===== src/rtl/spi_ram.sv =====
// Byte-wide command-driven RAM behind an SPI slave: 10-bit words carry a 2-bit
// opcode (set write addr, write data, set read addr, read data) plus an 8-bit payload.
module spi_ram #(
    parameter int MEM_DEPTH = 256,
    parameter int ADDR_SIZE = 8
) (
    input  logic       clk,
    input  logic       rst_n,
    input  logic       rx_valid,
    input  logic [9:0] din,
    output logic       tx_valid,
    output logic [7:0] dout
);

    typedef enum logic [1:0] {
        CMD_WR_ADDR = 2'b00,
        CMD_WR_DATA = 2'b01,
        CMD_RD_ADDR = 2'b10,
        CMD_RD_DATA = 2'b11
    } cmd_t;

    logic [7:0]           mem [0:MEM_DEPTH-1];
    logic [ADDR_SIZE-1:0] wr_addr;
    logic [ADDR_SIZE-1:0] rd_addr;

    cmd_t cmd;
    logic wr_addr_en;
    logic wr_data_en;
    logic rd_addr_en;
    logic rd_data_en;

    assign cmd = cmd_t'(din[9:8]);

    always_comb begin
        wr_addr_en = 1'b0;
        wr_data_en = 1'b0;
        rd_addr_en = 1'b0;
        rd_data_en = 1'b0;
        if (rx_valid) begin
            case (cmd)
                CMD_WR_ADDR: wr_addr_en = 1'b1;
                CMD_WR_DATA: wr_data_en = 1'b1;
                CMD_RD_ADDR: rd_addr_en = 1'b1;
                CMD_RD_DATA: rd_data_en = 1'b1;
                default: ;
            endcase
        end
    end

    // Array has no reset so contents survive rst_n and map onto block RAM.
    always_ff @(posedge clk) begin
        if (wr_data_en) begin
            mem[wr_addr] <= din[7:0];
        end
    end

    always_ff @(posedge clk or negedge rst_n) begin
        if (!rst_n) begin
            wr_addr <= '0;
            rd_addr <= '0;
        end else begin
            if (wr_addr_en) begin
                wr_addr <= din[ADDR_SIZE-1:0];
            end
            if (rd_addr_en) begin
                rd_addr <= din[ADDR_SIZE-1:0];
            end
        end
    end

    // Registered read port; dout holds between reads, tx_valid is a one-cycle strobe.
    always_ff @(posedge clk or negedge rst_n) begin
        if (!rst_n) begin
            dout     <= 8'h00;
            tx_valid <= 1'b0;
        end else begin
            tx_valid <= rd_data_en;
            if (rd_data_en) begin
                dout <= mem[rd_addr];
            end
        end
    end

endmodule


===== config.mk =====
export PLATFORM = sky130hd
export DESIGN_NAME = spi_ram
export DESIGN_NICKNAME = d
export VERILOG_FILES = /design/src/rtl/spi_ram.sv
export SDC_FILE = /design/constraint.sdc
export NUM_CORES = 2
export LEC_CHECK = 0
export ABC_AREA = 1
export CAP_MARGIN = 30
export CORE_ASPECT_RATIO = 0.8
export CORE_MARGIN = 2
export CORE_UTILIZATION = 38
export DETAILED_ROUTE_END_ITERATION = 16
export PLACE_DENSITY = 0.5
export SLEW_MARGIN = 0
export SYNTH_ARGS = -nofsm -noshare
export SYNTH_HDL_FRONTEND = slang
export SYNTH_SLANG_ARGS = --single-unit

===== constraint.sdc =====
create_clock -name clk -period 2.6 [get_ports clk]
set_input_delay 0.52 -clock clk [delete_from_list [all_inputs] [get_ports clk]]
set_output_delay 0.52 -clock clk [all_outputs]
set_load 0.05 [all_outputs]

# Word-level counts from Yosys, hierarchy flattened
# Memories as Yosys holds them, arrays and structs flattened. A register that Yosys moved wholly into a read port is not among the register bits.
# Index checks and enable logic that the tools add are counted.
totals:
  output_inout_bits: 9
  elab_cells: 19
  regBits: 17
  mem_bits_rw: 2048
  input_bits: 13
  memories: 1
memory_table:
  columns: ["name", "depth", "word_bits", "rd", "rd_ports_with_merged_regs", "write_ports", "line", "text"]
  rows:
  - ["mem", 256, 8, 1, 1, 1, "22", "logic [7:0] mem [0:MEM_DEPTH-1];"]
classes:
  muxes: 10
  reduce_logical: 2
  n_eq_ne: 3
op_table:
  columns: ["operator", "count"]
  rows:
  - ["two-way mux 1 bit", 10]
  - ["equality test 2 bit (second input constant)", 2]
  - ["equality test 2 x 1 -> 1 bit (second input constant)", 1]
  - ["logical NOT 2 bit", 1]
  - ["logical NOT 1 bit", 1]

# Longest topological paths before layout
depth:
  depth_word: 5
  depth_mapped: 15
  depth_no_buf: 11

# Least setup slack after synthesis
# OpenSTA, ideal clock, no wires.
synth_timing:
  kind: "input port to flip-flop"
  start: "input din[8]"
  end: "memory mem[176][0], enable pin"
  t_arrival_ns: 1.844
  path_buffers: 2
  setup_time_ns: 0.370
  required_ns: 2.230
  slack_ns: 0.386
  path_stages: 6
  cell_sequence: "inv_1 > nor3_2 > buf_2 > nand2_1 > clkbuf_1 > nor2_1"
synth_between:
  elab_chain_cells: 5
synth_rtl:
  columns: ["item", "line", "text"]
  rows:
  - ["from (decl)", "10", "input logic [9:0] din,"]
  - ["equality test 2 x 1 -> 1 bit", "40", "case (cmd)"]
  - ["two-way mux 1 bit", "40", null]
  - ["two-way mux 1 bit", "39", "if (rx_valid) begin"]
  - ["two-way mux 1 bit", "52", "if (wr_data_en) begin"]
  - ["two-way mux 1 bit (not written as such)", "53", "mem[wr_addr] <= din[7:0];"]
  - ["to (decl)", "22", null]
# Every way passes these cells.

==> flow_summary_export.csv <==
group,metric,value,unit
outcome,outcome,"finished clean",
yosys,synth_area,84040,sq um
yosys,yosys.area.top_type_share,73.18,%
worst_setup_path,crit_type,"reg -> reg",
clocking,holdBufCountCts,0,
yosys,ys_seq_elements,2073,
yosys,synth_edf_count,2048,
detailed_routing,ant_nets,0,
sta,fmax,385.8,MHz
clocking,cts_buffers,210,
cells_and_area,finalNetCount,7532,
die,die_h,424.6,um
power,power.density,795.9,nW/um^2
die,die-area,225000,sq um
yosys,syn-num-nets,7084,
yosys,ys_top_cells_by_count,"nand2_1 (2117), edfxtp_1 (2048), nand3_1 (2043)",
placement,place_hpwl,160.0,mm
worst_setup_path,cp-start-kind,"flip-flop",
yosys,synth_ff_type,"edfxtp_1",
yosys,ys_seq_area_share,73.92,%
clocking,cts_tree,"done",
power,peakVddDrop,0.5330,mV
yosys,syn_inst,7071,
global_route,grt_max_degree,76,
global_route,grt_pass1_vias,54030,
sta,post-route-period-util,99.70,%
clocking,clk_pin_slew,0.06,ns
clocking,htree_levels,4,
sta,fin_worst_skew,0.06249,ns
detailed_routing,wirelength,264.7,mm
yosys,synthTopCellsByArea,"edfxtp_1 (73%), nand3_1 (12%), nand2_1 (9.5%)",
detailed_routing,viasPerCell,5.359,
sta,tightestPinTransition,0.9508,ns
sta,holdWs,0.07124,ns
sta,setup_viol,0,
cells_and_area,final_util,45.88,%
sta,slew_violations,0,
placement,gp_congestion,0.8712,
cells_and_area,area_delta_synth_final,20.13,%
global_route,grt_usage,22.97,%
detailed_routing,wl_per_cell,24.88,um
die,start_util,38.19,%
clocking,clock-sinks,2073,
yosys,ys_types,17,
cells_and_area,drive_gt1_share,15.52,%
detailed_routing,drc,0,
die,core_area,220000,sq um
sta,post-route-min-period,2.592,ns
detailed_routing,drt_iter0_markers,6799,
power,p_leak,36.05,nW
detailed_routing,vias,57010,
placement,port_buffers,21,
yosys,syn_area_per_cell,11.89,sq um
sta,rsz0062_at_grt,"true",
yosys,synth_top_cell_by_area,"edfxtp_1",
global_route,antenna_found_initial,14,
yosys,async_reset_ff_share,1.206,%
clocking,clk-insertion-delay-late,0.86,ns
placement,placed_cell_area,92570,sq um
sta,slew-limit-headroom,36.54,%
die,die_w,529.8,um
hold_path,hp-class,"in -> reg",
worst_setup_path,end_kind,"flip-flop",
job,timing.max_cap.violations,0,
worst_setup_path,required,3.33,ns
worst_setup_path,cp.arrival,3.33,ns
sta,final-hold-violation-count,0,
power,power,80.36,mW
die,pin_count,22,
global_route,gr-total-overflow,0,
global_route,grt_pass1_wl,380.6,mm
cells_and_area,final_area,101000,sq um
placement,dp_slack,-0.4350,ns
detailed_routing,drtPass1Iterations,6,
yosys,ys_warn_count,0,
die,rows,154,
yosys,synth.most_common_cell,"nand2_1",
worst_setup_path,crit_fanout,22,
clocking,clockBufferDepth,4,
clocking,clockRootBuffer,"clkbuf_16",
sta,setup_slack,0.007810,ns
[worst max-delay path, stage by stage (launching register included)]
cell	delay, ns
dfrtp_4	0.50
buf_12	0.16
buf_6	0.15
buf_16	0.17
clkbuf_16	0.22
nand2_1	0.07
nand3_1	0.13
nand3_1	0.12
nand3_1	0.09
nand3_1	0.19
nand3_2	0.18
nand3_4	0.14
nand3_2	0.15
nand3_2	0.10
nand2_1	0.07
[cell type report]
cell class | count | area, sq um
Antenna cell | 1 | 2.502
Clock buffer | 247 | 5489
Clock inverter | 120 | 860.8
Fill cell | 19950 | 119100
Inverter | 51 | 236.5
Multi-Input combinational cell | 4463 | 20390
Sequential cell | 2073 | 62140
Tap cell | 2964 | 3709
Timing Repair Buffer | 718 | 8093
Timing Repair inverter | 2 | 31.28
[through the flow]
step	instances	setup TNS, ns
6_report	10640	0
5_1_grt	10640	-0.08536
4_1_cts	10620	-0.2045
3_5_place_dp	10230	-40.78
3_3_place_gp	10230	-53.22
2_1_floorplan	7071	0
[path summary, 6_finish.rpt]
path | start | to | slack [ns] | depth (start not counted)
setup / recovery | rd_addr[0]$_DFFE_PN0P_ | dout[4]$_DFFE_PN0P_ | 0.008 | 14
hold / removal | din[5] | mem[218][5]$_DFFE_PP_ | 0.07 | 1
setup reg to reg | rd_addr[0]$_DFFE_PN0P_ | dout[4]$_DFFE_PN0P_ | 0.008 | 14
hold reg to reg | dout[5]$_DFFE_PN0P_ | dout[5]$_DFFE_PN0P_ | 0.51 | 2
max in group asynchronous | rst_n | rd_addr[4]$_DFFE_PN0P_ | 2.16 | 2
min in group asynchronous | rst_n | dout[5]$_DFFE_PN0P_ | 0.08 | 2
[sequential cells by signal, indices dropped and copies added (netlist names)]
register and flops:
dout 8, tx_valid 1, wr_addr 8, rd_addr 8, mem 2048
[timing repair]
item / CTS / global route
gates resized for setup: 78 / 171
buffers inserted: 11 / 6
setup endpoints to repair: 13 / 8
cloned: 11 / 13
pin swaps: 0 / 27
[power by group]
part / total [mW] / switching [mW] / internal [mW]
Clock: 28.9 / 12.8 / 16.1
Sequential: 37.0 / 0.161 / 36.8
Combinational: 14.5 / 9.88 / 4.63
Total: 80.4 / 22.9 / 57.5
[cells by family (layout without fill, tap and decap cells)]
logic type      Yosys count  in the layout  share of synthesized area [%]
buf+inv                 535           1138                          3.067
compound gates           16             16                        0.09529
flops                  2073           2073                          73.92
simple gates           4447           4447                          22.91
other cells               0              1                              0
[cell usage in the layout, fill, tap and decap left out, types with 20 or more instances in the layout]
cell | Yosys | routed
clkbuf_1 | 109 | 32
nand2_1 | 2117 | 2101
edfxtp_1 | 2048 | 2048
inv_1 | 47 | 45
dfrtp_1 | 25 | 20
buf_4 | 53 | 505
buf_12 | 0 | 139
nor2_1 | 285 | 285
nand3_1 | 2043 | 1864
nand3_2 | 0 | 163
clkinv_1 | 1 | 62
buf_16 | 0 | 22
clkbuf_16 | 0 | 227
clkinv_2 | 0 | 32
[per-layer routing]
metal	share of wire [%]	wire, um	global-route usage [%]
met3	8.1	21340	4.722
met1	46	121400	34.58
met5	0.026	68	0
met4	2.7	7198	6.375
met2	43	114700	33.50
Note: power is estimated with default switching activity, not from simulation.
